[src/rtl/sysid_check_master.sv]
// sysid_check_master: Avalon-MM read initiator that fetches the system ID
// (word 0) and build timestamp (word 1) from a sysid slave and compares both
// against expected values, reporting sticky pass/mismatch/timeout status.
module sysid_check_master #(
  parameter logic [31:0] BASE_ADDR      = 32'h0000_0000,
  parameter logic [31:0] EXPECTED_ID    = 32'd0,
  parameter logic [31:0] EXPECTED_TS    = 32'd1391228168,
  parameter int unsigned TIMEOUT_CYCLES = 255
) (
  input  logic        clock,
  input  logic        reset,
  input  logic        start,
  output logic [31:0] avm_address,
  output logic        avm_read,
  input  logic        avm_waitrequest,
  input  logic [31:0] avm_readdata,
  input  logic        avm_readdatavalid,
  output logic        busy,
  output logic        done,
  output logic        pass,
  output logic        id_mismatch,
  output logic        ts_mismatch,
  output logic        timeout,
  output logic [31:0] id_value,
  output logic [31:0] ts_value
);

  localparam int unsigned CNT_W = 16;
  localparam logic [CNT_W-1:0] CNT_LAST = CNT_W'(TIMEOUT_CYCLES - 1);
  localparam logic [31:0] TS_ADDR = BASE_ADDR + 32'd4;

  typedef enum logic [2:0] {
    S_IDLE,
    S_REQ_ID,
    S_WAIT_ID,
    S_REQ_TS,
    S_WAIT_TS,
    S_FINISH
  } state_t;

  state_t           r_state;
  logic [CNT_W-1:0] r_cnt;
  logic             r_read;
  logic [31:0]      r_addr;
  logic             r_busy;
  logic             r_done;
  logic             r_pass;
  logic             r_id_mm;
  logic             r_ts_mm;
  logic             r_to;
  logic [31:0]      r_id_val;
  logic [31:0]      r_ts_val;

  state_t           w_next;
  logic             w_start_acc;
  logic             w_cap_id;
  logic             w_cap_ts;
  logic             w_to_fire;
  logic             w_last;
  logic             w_in_phase;
  logic             w_id_mm_n;
  logic             w_ts_mm_n;
  logic             w_to_n;
  logic             w_pass_n;
  logic [CNT_W-1:0] w_cnt_n;

  // Next-state decode: handshake progress, data capture and per-phase timeout
  always_comb begin
    w_next      = r_state;
    w_start_acc = 1'b0;
    w_cap_id    = 1'b0;
    w_cap_ts    = 1'b0;
    w_to_fire   = 1'b0;
    w_last      = (r_cnt == CNT_LAST);
    w_in_phase  = 1'b0;
    case (r_state)
      S_IDLE: begin
        if (start) begin
          w_start_acc = 1'b1;
          w_next      = S_REQ_ID;
        end
      end
      S_REQ_ID: begin
        w_in_phase = 1'b1;
        if (!avm_waitrequest && avm_readdatavalid) begin
          w_cap_id = 1'b1;
          w_next   = S_REQ_TS;
        end else if (w_last) begin
          w_to_fire = 1'b1;
          w_next    = S_FINISH;
        end else if (!avm_waitrequest) begin
          w_next = S_WAIT_ID;
        end
      end
      S_WAIT_ID: begin
        w_in_phase = 1'b1;
        if (avm_readdatavalid) begin
          w_cap_id = 1'b1;
          w_next   = S_REQ_TS;
        end else if (w_last) begin
          w_to_fire = 1'b1;
          w_next    = S_FINISH;
        end
      end
      S_REQ_TS: begin
        w_in_phase = 1'b1;
        if (!avm_waitrequest && avm_readdatavalid) begin
          w_cap_ts = 1'b1;
          w_next   = S_FINISH;
        end else if (w_last) begin
          w_to_fire = 1'b1;
          w_next    = S_FINISH;
        end else if (!avm_waitrequest) begin
          w_next = S_WAIT_TS;
        end
      end
      S_WAIT_TS: begin
        w_in_phase = 1'b1;
        if (avm_readdatavalid) begin
          w_cap_ts = 1'b1;
          w_next   = S_FINISH;
        end else if (w_last) begin
          w_to_fire = 1'b1;
          w_next    = S_FINISH;
        end
      end
      S_FINISH: begin
        w_next = S_IDLE;
      end
      default: begin
        w_next = S_IDLE;
      end
    endcase
  end

  // Next values of the sticky status so pass is valid alongside done
  always_comb begin
    w_id_mm_n = r_id_mm;
    w_ts_mm_n = r_ts_mm;
    w_to_n    = r_to;
    w_pass_n  = r_pass;
    w_cnt_n   = r_cnt;
    if (w_start_acc) begin
      w_id_mm_n = 1'b0;
      w_ts_mm_n = 1'b0;
      w_to_n    = 1'b0;
      w_pass_n  = 1'b0;
    end
    if (w_cap_id) w_id_mm_n = (avm_readdata != EXPECTED_ID);
    if (w_cap_ts) w_ts_mm_n = (avm_readdata != EXPECTED_TS);
    if (w_to_fire) w_to_n = 1'b1;
    if (w_next == S_FINISH) w_pass_n = ~w_id_mm_n & ~w_ts_mm_n & ~w_to_n;
    if ((w_next == S_REQ_ID || w_next == S_REQ_TS) && (w_next != r_state)) begin
      w_cnt_n = '0;
    end else if (w_in_phase) begin
      w_cnt_n = r_cnt + CNT_W'(1);
    end else if (w_start_acc) begin
      w_cnt_n = '0;
    end
  end

  // State and registered outputs, decoded from the upcoming state
  always_ff @(posedge clock) begin
    if (reset) begin
      r_state  <= S_IDLE;
      r_cnt    <= '0;
      r_read   <= 1'b0;
      r_addr   <= BASE_ADDR;
      r_busy   <= 1'b0;
      r_done   <= 1'b0;
      r_pass   <= 1'b0;
      r_id_mm  <= 1'b0;
      r_ts_mm  <= 1'b0;
      r_to     <= 1'b0;
      r_id_val <= '0;
      r_ts_val <= '0;
    end else begin
      r_state <= w_next;
      r_cnt   <= w_cnt_n;
      r_read  <= (w_next == S_REQ_ID) || (w_next == S_REQ_TS);
      r_addr  <= (w_next == S_REQ_TS) ? TS_ADDR : BASE_ADDR;
      r_busy  <= (w_next != S_IDLE) && (w_next != S_FINISH);
      r_done  <= (w_next == S_FINISH);
      r_pass  <= w_pass_n;
      r_id_mm <= w_id_mm_n;
      r_ts_mm <= w_ts_mm_n;
      r_to    <= w_to_n;
      if (w_cap_id) r_id_val <= avm_readdata;
      if (w_cap_ts) r_ts_val <= avm_readdata;
    end
  end

  assign avm_address = r_addr;
  assign avm_read    = r_read;
  assign busy        = r_busy;
  assign done        = r_done;
  assign pass        = r_pass;
  assign id_mismatch = r_id_mm;
  assign ts_mismatch = r_ts_mm;
  assign timeout     = r_to;
  assign id_value    = r_id_val;
  assign ts_value    = r_ts_val;

endmodule

[config.mk]
export PLATFORM = sky130hd
export DESIGN_NAME = sysid_check_master
export DESIGN_NICKNAME = d
export VERILOG_FILES = /design/src/rtl/sysid_check_master.sv
export SDC_FILE = /design/constraint.sdc
export NUM_CORES = 1
export LEC_CHECK = 0
export CAP_MARGIN = 20
export CORE_UTILIZATION = 50
export CTS_BUF_LIST = sky130_fd_sc_hd__clkbuf_4 sky130_fd_sc_hd__clkbuf_8
export DETAILED_ROUTE_END_ITERATION = 10
export PLACE_DENSITY = 0.87
export SLEW_MARGIN = 5
export SYNTH_ARGS = -nofsm -noshare
export SYNTH_HDL_FRONTEND = slang
export SYNTH_SLANG_ARGS = --single-unit
[constraint.sdc]
create_clock -name clock -period 4.95 [get_ports clock]
set_input_delay 0.7425 -clock clock [delete_from_list [all_inputs] [get_ports clock]]
set_output_delay 0.7425 -clock clock [all_outputs]
set_load 0.05 [all_outputs]
==> flow_metrics.env <==
export IMPL_post_place_ws_ns=1.85
export IMPL_grt_pass1_vias=3560
export IMPL_yosysWarnings=0
export IMPL_diodes=0
export IMPL_worst_path_buf_inv=1
export IMPL_htreeDepth=3
export IMPL_critPathRequiredTime_ns=5.21
export IMPL_grt_overflow=0
export IMPL_nNetsFinal=599
export IMPL_grtUsageMet2=0.432
export IMPL_grt_antenna_before_repair=0
export IMPL_first_pass_iters=4
export IMPL_clockBufferDepth=2
export IMPL_via_count=3692
export IMPL_power_density_nw_per_um2=310
export IMPL_final_seq_area_um2=1820
export IMPL_multi_input_area_um2=1910
export IMPL_post_cts_buffers=0
export IMPL_synth_edf_count=0
export IMPL_setup_worst_path_start_class="input pin"
export IMPL_synth_area_per_cell_um2=8.61
export IMPL_hold_buffers=0
export IMPL_slew_headroom=0.368
export IMPL_setup_ws_ns=2.20
export IMPL_placed_area_um2=4980
export IMPL_wire_per_inst_um=15.9
export IMPL_syn_inst=466
export IMPL_rsz0062_at_grt="false"
export IMPL_period_minus_slack_ns=2.75
export IMPL_grt_pass1_wl_um=17100
export IMPL_layout_common_cells="clkdlybuf4s50_1 (107), dfxtp_1 (91), nand2_1 (79)"
export IMPL_synthFlopType="dfxtp_1"
export IMPL_clk_insertion_delay_late_ns=0.36
export IMPL_chipHeight_um=91.6
export IMPL_critical_path_endpoint_type="flip-flop"
export IMPL_path_cells="clkdlybuf4s50_1, or3b_1, a211o_2, nor2_1, a22oi_1, o41ai_2"
export IMPL_slew_viol_final=0
export IMPL_setup_viol=0
export IMPL_track_usage=0.259
export IMPL_fp_dieArea_um2=8380
export IMPL_ios=140
export IMPL_critical_path_max_fanout=34
export IMPL_post_route_cell_area_um2=5200
export IMPL_timing_hold_worst_class="flip-flop to flip-flop"
export IMPL_critPathKind="input pin to flip-flop"
export IMPL_cts_buffers=9
export IMPL_drc=0
export IMPL_cp_slowest_cell="a211o_2"
export IMPL_top_usage_layer="met2"
export IMPL_drive_gt1_frac=0.0514
export IMPL_holdWs_ns=0.460
export IMPL_wl_um=10600
export IMPL_fmax_mhz=363
export IMPL_fin_skew_ns=0.0110
export IMPL_met1_usage=0.293
export IMPL_port_buffers=108
export IMPL_first_iter_violations=216
export IMPL_grt_max_degree=45
export IMPL_cts_tree="yes"
export IMPL_fillCellCount=610
export IMPL_fp_dieW_um=91.6
export IMPL_crit_family="compound AO/OA/AOI/OAI gates"
export IMPL_power_total_mw=1.61
export IMPL_p_leak_nw=2.01
export IMPL_dp_hpwl_um=7360
export IMPL_status="complete, no violations"
export IMPL_final_common_cell="clkdlybuf4s50_1"
export IMPL_clock_root_buffer="clkbuf_8"
export IMPL_core_region_area_um2=7730
export IMPL_met3_usage=0.0980
export IMPL_routabilityCongestion=0.833
export IMPL_cap_violations=0
export IMPL_setup_tns_ns=0
export IMPL_clock_sinks=91
export IMPL_rows=32
export IMPL_synth_seq_area_share=0.454
export IMPL_synthArstFlopShare=0
export IMPL_start_util=0.519
export IMPL_ys_types=48
export IMPL_cp_arrival_ns=3.02
export IMPL_areaGrowthSynthToFinish_pct=29.6
export IMPL_post_route_period_util=0.556
export IMPL_hold_viol=0
export IMPL_cts_resized=0
export IMPL_ant_nets=0
export IMPL_cpPeakStageDelay_ns=0.70
export IMPL_ir_drop_mv=0.220
export IMPL_synth_seq_cells=91
export IMPL_path_clk_slew_ns=0.09
export IMPL_via_per_inst=5.54
export IMPL_syn_area_um2=4010
export IMPL_worst_pin_slew_ns=0.947
==> cell usage after synthesis (all sizes together), types with 3 or more instances <==
| master | instances | share of area |
|---|---|---|
| clkbuf | 16 | 0.015 |
| nor3 | 8 | 0.010 |
| nand3 | 6 | 0.0075 |
| and4 | 3 | 0.0066 |
| o21ai | 7 | 0.0087 |
| nor4 | 10 | 0.016 |
| o211ai | 7 | 0.013 |
| inv | 8 | 0.0075 |
| buf | 42 | 0.074 |
| nor2 | 42 | 0.039 |
| nand2b | 3 | 0.0047 |
| nand2 | 79 | 0.074 |
| a21oi | 41 | 0.051 |
| nand4 | 9 | 0.014 |
| dfxtp | 91 | 0.45 |
| or3b | 3 | 0.0066 |
| a31oi | 5 | 0.0078 |
| and2 | 3 | 0.0047 |
| mux2i | 32 | 0.080 |
| a211oi | 10 | 0.022 |
| or4 | 4 | 0.0075 |
| or3 | 8 | 0.012 |
==> flip-flops by register name, indices dropped and copies added (netlist names), 3 cells and up <==
name	cells
id_value	32
ts_value	32
r_cnt	16
r_state	3
==> worst reg2reg max path, stage by stage, from the launching register on <==
cell       delay [ns]
dfxtp_1          0.44
o21ai_1          0.51
nand2_1          0.31
o211a_2          0.39
a211oi_4         0.57
a2111oi_0        0.15
==> final cells by class <==
cell class              count  share of cell area
flip-flops and latches     91               0.351
inverters                   8             0.00578
clock inverters             6              0.0140
multi-input cells         339               0.368
well taps                 102              0.0246
clock buffers               9              0.0238
repair buffers            111               0.213
==> stage by stage <==
| stage | instances | util |
|---|---|---|
| after floorplan | 496 | - |
| after global placement | 650 | 0.645 |
| after detailed placement | 650 | 0.645 |
| after CTS | 665 | 0.670 |
| after global routing | 666 | 0.672 |
| final | 666 | 0.672 |
==> cells by family after synthesis <==
group / share of synthesized area
AOI/OAI and AO/OA: 0.136
adders and majority gates: 0.00624
buffers and inverters: 0.0967
DFF: 0.454
muxes: 0.0855
other: 0.000935
and+or+nand+nor: 0.221
==> layer usage <==
metal / vias up / wire, µm
li1: 1755 / -
met1: 1745 / 4240
met2: 170 / 5090
met3: 22 / 1030
met4: 0 / 244
met5: - / 0
==> path summary, 6_finish.rpt <==
kind / from / to / slack, ns / cells after the start
worst max-delay path: avm_waitrequest / pass / 2.20 / 6
worst min-delay path: ts_value[5] / ts_value[5] / 0.46 / 2
worst max register to register: r_state[0] / r_cnt[3] / 2.43 / 5
worst min register to register: ts_value[5] / ts_value[5] / 0.46 / 2
==> where the power goes <==
part | total (mW) | switching [mW] | internal [mW]
Combinational | 0.321 | 0.221 | 0.100
Sequential | 0.772 | 0.0182 | 0.754
Clock | 0.518 | 0.279 | 0.239
(Power assumes the default switching activity.)
